## src/rtl/tx_engine.sv

```systemverilog
// UART transmit engine: serialises an 11-bit frame (mark, start, data[6:0], d9, d10) LSB first.
// Optional break generation is enabled by defining TX_BREAK_EN.
module tx_engine #(
    parameter int unsigned BAUD_W = 19
) (
    input  logic              clk,
    input  logic              reset_n,
    input  logic [BAUD_W-1:0] k,
    input  logic              load,
    input  logic [7:0]        data,
    input  logic              d10,
    input  logic              d9,
`ifdef TX_BREAK_EN
    input  logic              brk,
`endif
    output logic              tx,
    output logic              tx_rdy
);

    localparam int unsigned FRAME_W = 11;
    localparam int unsigned CNT_W   = 4;
    localparam logic [CNT_W-1:0] LAST_BIT = CNT_W'(FRAME_W - 1);

`ifdef TX_BREAK_EN
    typedef enum logic [1:0] {IDLE, SHIFT, BREAK} state_t;
`else
    typedef enum logic [1:0] {IDLE, SHIFT} state_t;
`endif

    state_t               state;
    logic [FRAME_W-1:0]   sr;
    logic [BAUD_W-1:0]    k_q;
    logic [BAUD_W-1:0]    bt_cnt;
    logic [CNT_W-1:0]     bit_cnt;

    // data[7] reaches the line only through d9, as decided by the upstream decoder
    logic unused_data7;
    assign unused_data7 = data[7];

    // Frame sequencer; tx is loaded with the bit that sr[0] will hold after the edge
    always_ff @(posedge clk or negedge reset_n) begin
        if (!reset_n) begin
            state   <= IDLE;
            sr      <= '1;
            k_q     <= '0;
            bt_cnt  <= '0;
            bit_cnt <= '0;
            tx      <= 1'b1;
            tx_rdy  <= 1'b1;
        end else begin
            case (state)
                IDLE: begin
                    tx     <= 1'b1;
                    tx_rdy <= 1'b1;
`ifdef TX_BREAK_EN
                    if (brk) begin
                        state  <= BREAK;
                        tx     <= 1'b0;
                        tx_rdy <= 1'b0;
                    end else
`endif
                    if (load) begin
                        sr      <= {d10, d9, data[6:0], 1'b0, 1'b1};
                        k_q     <= k;
                        bt_cnt  <= '0;
                        bit_cnt <= '0;
                        tx      <= 1'b1;
                        tx_rdy  <= 1'b0;
                        state   <= SHIFT;
                    end
                end

                SHIFT: begin
                    if (bt_cnt == k_q) begin
                        bt_cnt <= '0;
                        sr     <= {1'b1, sr[FRAME_W-1:1]};
                        if (bit_cnt == LAST_BIT) begin
                            // eleventh bit time elapsed: frame done
                            bit_cnt <= '0;
                            state   <= IDLE;
                            tx      <= 1'b1;
                            tx_rdy  <= 1'b1;
`ifdef TX_BREAK_EN
                            if (brk) begin
                                state  <= BREAK;
                                tx     <= 1'b0;
                                tx_rdy <= 1'b0;
                            end
`endif
                        end else begin
                            bit_cnt <= bit_cnt + CNT_W'(1);
                            tx      <= sr[1];
                        end
                    end else begin
                        bt_cnt <= bt_cnt + BAUD_W'(1);
                    end
                end

`ifdef TX_BREAK_EN
                BREAK: begin
                    if (brk) begin
                        tx     <= 1'b0;
                        tx_rdy <= 1'b0;
                    end else begin
                        state  <= IDLE;
                        tx     <= 1'b1;
                        tx_rdy <= 1'b1;
                    end
                end
`endif

                default: begin
                    state  <= IDLE;
                    tx     <= 1'b1;
                    tx_rdy <= 1'b1;
                end
            endcase
        end
    end

endmodule

```

## config.mk

```make
export PLATFORM = sky130hd
export DESIGN_NAME = tx_engine
export DESIGN_NICKNAME = d
export VERILOG_FILES = /design/src/rtl/tx_engine.sv
export SDC_FILE = /design/constraint.sdc
export NUM_CORES = 1
export LEC_CHECK = 0
export ABC_AREA = 1
export CAP_MARGIN = 10
export CORE_ASPECT_RATIO = 1.75
export CORE_UTILIZATION = 50
export DETAILED_ROUTE_END_ITERATION = 7
export PLACE_DENSITY = 0.83
export SLEW_MARGIN = 20
export SYNTH_ARGS = -nofsm -noshare
export SYNTH_HDL_FRONTEND = slang
export SYNTH_SLANG_ARGS = --single-unit
```

## constraint.sdc

```tcl
create_clock -name clk -period 1.9 [get_ports clk]
set_clock_uncertainty 0.05 [all_clocks]
set_input_delay 0.285 -clock clk [delete_from_list [all_inputs] [get_ports clk]]
set_output_delay 0.285 -clock clk [all_outputs]
set_load 0.01 [all_outputs]
```

### Yosys cells after proc, flatten, opt, wreduce, memory -nomap -nowiden

Index checks and enable logic that the tools add are counted.

| word-level totals | value |
|---|---|
| output and inout port bits | 2 |
| register bits after elaboration | 57 |
| word-level logic and storage cells | 43 |

| operators by class | value |
|---|---|
| equal/unequal tests | 6 |
| add/sub/neg operators | 2 |
| reductions and logical operators | 7 |
| multiplexer cells | 21 |

Operators with widths:

| operator | number |
|---|---|
| two-way mux 19 bit | 2 |
| case mux 19 bit (2 select lines) | 1 |
| two-way mux 11 bit | 2 |
| case mux 11 bit (2 select lines) | 1 |
| adder 19 x 1 -> 19 bit (second input constant) | 1 |
| equality test 19 bit | 1 |
| two-way mux 4 bit | 3 |
| case mux 4 bit (2 select lines) | 1 |
| two-way mux 1 bit | 6 |
| two-way mux 2 bit | 3 |
| != test 2 bit (second input constant) | 3 |
| AND reduction 2 bit | 3 |
| AND reduction 3 bit | 2 |
| adder 4 x 1 -> 4 bit (second input constant) | 1 |
| equality test 4 bit (second input constant) | 1 |
| case mux 2 bit (2 select lines) | 1 |
| equality test 2 x 1 -> 1 bit (second input constant) | 1 |
| zero test 2 bit | 1 |
| case mux 1 bit (2 select lines) | 1 |
| nonzero test 2 bit | 1 |

### Depth between registers and ports, before layout

| depth | value |
|---|---|
| depth in word-level cells | 4 |
| depth in mapped cells | 11 |

### Worst setup path before layout

Ideal clock, no wire load.

| path | value |
|---|---|
| path type | register to register |
| from | register state[0] |
| to | register k_q[15] |
| period minus slack after synthesis | 1.518 ns |
| setup slack | 0.382 ns |
| cell stages (with the launch flop) | 6 |
| setup time | 0.125 ns |
| required time | 1.725 ns |
| arrival | 1.343 ns |
| cell sequence | dfrtp_1 -> buf_4 -> clkinv_1 -> nand2_1 -> buf_4 -> mux2_2 |

| on the way | value |
|---|---|
| word-level cells in the longest chain between the ends | 2 |

Ends and longest elaborated chain:

| element | line | RTL |
|---|---|---|
| from (decl) | 30 | `state_t state;` |
| from (signal assigned) | 43 | `state <= IDLE;` |
| from (signal assigned) | 69 | `state <= SHIFT;` |
| from (signal assigned) | 80 | `state <= IDLE;` |
| zero test 2 bit | 51 | `case (state)` |
| AND reduction 2 bit (no line) | n/a |  |
| to (signal assigned) | 64 | `k_q <= k;` |
| to (decl) | 32 | `logic [BAUD_W-1:0] k_q;` |

Every way passes these cells.
A chain may end at the register's enable or synchronous reset.

### Worst setup path in the final report

| path | value |
|---|---|
| from | register tx |
| to | output tx |

RTL lines:

| element | line | RTL |
|---|---|---|
| from (decl) | 16 | `output logic tx,` |
| from (signal assigned) | 92 | `tx <= sr[1];` |

No word-level cell between the ends.

==> results_dict.tcl <==
set metrics [dict create \
    min_path_type "flop to flop" \
    cts_buffers 5 \
    setup_violations 0 \
    synth.distinct_cells 30 \
    hold_ws_ps 423.5 \
    seqCellArea_um2 1395 \
    layout_setup_ws_ps 166.5 \
    worst_pin_slew_ps 302.3 \
    dr.pass1.iters 4 \
    required_ps 1560 \
    p_leak_nw 1.672 \
    dpl.cell_count 490 \
    crit_chain "clkdlybuf4s50_1" \
    fmax_mhz 576.9 \
    yosysSeqAreaShare_pct 46.28 \
    hpwl_um 4580 \
    hold_viol_final 0 \
    cts_tree "done" \
    wl_um 6236 \
    syn_inst 382 \
    core_area_um2 5833 \
    maxSlewViolCount 0 \
    via_per_inst 5.124 \
    gp_congestion 0.9023 \
    arrival_ps 1400 \
    drt_iter0_drc 89 \
    cp_top_family "flip-flops" \
    area_delta_synth_final_pct 18.23 \
    wire_per_inst_um 12.50 \
    yosys-top-cells-area "dfrtp_1 (36%), nand2_1 (15%), dfstp_2 (10%), nand3_1 (5.5%), nor2_1 (4.9%)" \
    cp_num_buf_inv 1 \
    post_cts_buffers 0 \
    grt_max_degree 56 \
    fin_crit_ps 1733 \
    met3_usage_pct 3.218 \
    tns_ps 0 \
    grt_pass1_vias 2605 \
    maxCapViolCount 0 \
    netlist_area_um2 3007 \
    period_share_pct 91.24 \
    fin_nets 455 \
    met1_usage_pct 25.19 \
    clockBufferDepth 2 \
    cts_max_level 2 \
    io_pins 34 \
    antenna_found_initial 0 \
    antenna_cells 0 \
    yosys.area.top_type "dfrtp_1" \
    die_h_um 104.6 \
    crit_path_top_delay_cell "dfstp_2" \
    relSlewSlack_pct 79.85 \
    yosysWarnings 0 \
    ant_nets 0 \
    port_buffers 32 \
    clkTransAtPathRegs_ps 100 \
    cts_root_buf "clkbuf_8" \
    synthesis.nets 417 \
    synth_seq_cells 55 \
    overflow 0 \
    crit_type "flop to output pin" \
    die_w_um 60.62 \
    layout.cells.non_filler 499 \
    groute.usage.overall_pct 22.45 \
    cts_sinks 55 \
    powerDensity_nw_per_um2 543.0 \
    rsz0062_at_grt "no" \
    cp_max_fo 2 \
    layout-drive-gt1-share_pct 12.35 \
    cp_slowest_stage_delay_ps 550 \
    grt_pass1_wl_um 10920 \
    fillers 551 \
    critPathLaunchType "flop" \
    drc 0 \
    postSynthAreaPerCell_um2 7.871 \
    row_count 37 \
    met2_usage_pct 39.80 \
    busiest_layer "met2" \
    synth.top_cell.area_share_pct 35.79 \
    ir_worst_vdd_mv 0.5772 \
    multi_input_area_um2 1406 \
    clock_latency_ps 310 \
    vias 2557 \
    initial_core_util_pct 51.54 \
    endpoint_kind "output pin" \
    place_ws_ps 160.6 \
    status "finished, final reports clean" \
    dieArea_um2 6340 \
]
[layout make-up]
type	instances	share of cell area, %
Inverter	37	3.907
Sequential cell	55	39.25
Tap cell	78	2.746
Clock inverter	1	0.1408
Clock buffer	7	2.429
Timing Repair Buffer	43	11.97
Multi-Input combinational cell	278	39.56
[power by group]
part / internal, mW / switching [mW] / leakage (nW)
logic: 0.0580 / 0.0310 / 0.990
registers: 1.17 / 0 / 0.633
clock network: 0.295 / 0.375 / 0.0482
[through the flow]
stage               utilization, %  area [µm²]  power (mW)
floorplan                        -        3007       1.194
detailed placement           58.99        3441       1.282
finish                       60.94        3555       1.930
CTS                          60.72        3542       1.942
global placement             58.99        3441       1.282
global route                 60.94        3555       1.989
[path summary, 6_finish.rpt]
| check | slack, ps | start | cells past startpoint | end |
|---|---|---|---|---|
| min in group asynchronous | 440 | reset_n | 3 | k_q[6]$_DFFE_PN0P_ |
| worst max-delay path | 170 | tx$_DFFE_PN1P_ | 1 | tx |
| max in group asynchronous | 1050 | reset_n | 3 | sr[2]$_DFFE_PN1P_ |
| worst min-delay path | 420 | sr[1]$_DFFE_PN1P_ | 2 | sr[1]$_DFFE_PN1P_ |
| worst min register to register | 420 | sr[1]$_DFFE_PN1P_ | 2 | sr[1]$_DFFE_PN1P_ |
| worst max register to register | 190 | state[0]$_DFFE_PN0P_ | 4 | k_q[7]$_DFFE_PN0P_ |
[logic make-up after synthesis]
group	synth area share [%]
simple gates	30.96
flops	46.28
buf+inv	7.241
compound gates	5.993
xor+xnor	6.409
mux	1.873
fa+ha+maj	1.249
[worst min-delay path, cell delays in order, from the launching register on]
cell     delay (ps)
dfstp_2         380
nand2_1          60
nand2_1          40
[registers in the layout, summed over array words and instances, names as in the netlist]
signal   flops
bt_cnt      19
k_q         19
sr          10
bit_cnt      4
state        1
tx           1
tx_rdy       1
[per-layer routing]
layer  wire (µm)  vias up
met3         163        9
met1        2499     1209
met2        3472       50
met4         100        0
li1            -     1289
met5           0        -
[what timing repair did]
action / CTS / global route
endpoints found under the setup margin: 0 / 5
hold endpoints to repair: 43 / 0
resized for setup: 0 / 4
hold buffers: 1 / 0
[Yosys cell counts (all sizes together)]
library cell / number
nand2: 123
nor2: 44
dfrtp: 43
inv: 35
nand3: 35
a21oi: 14
xor2: 14
dfstp: 12
buf: 11
o22ai: 10
o21ai: 8
xnor2: 8
nand4: 7
mux2: 5
ha: 3
nor3: 3
clkinv: 2
nand3b: 2
clkbuf: 1
o31ai: 1
or2: 1
[placed cells by master (no fill, tap or decap), drive strengths merged, types with 8 or more instances in the layout]
cell / instances
a21oi: 14
buf: 11
clkdlybuf4s50: 31
dfrtp: 43
dfstp: 12
inv: 35
nand2: 123
nand3: 35
nor2: 44
o21ai: 8
o22ai: 10
xnor2: 8
xor2: 14
Power figures use the tool's default switching activity.
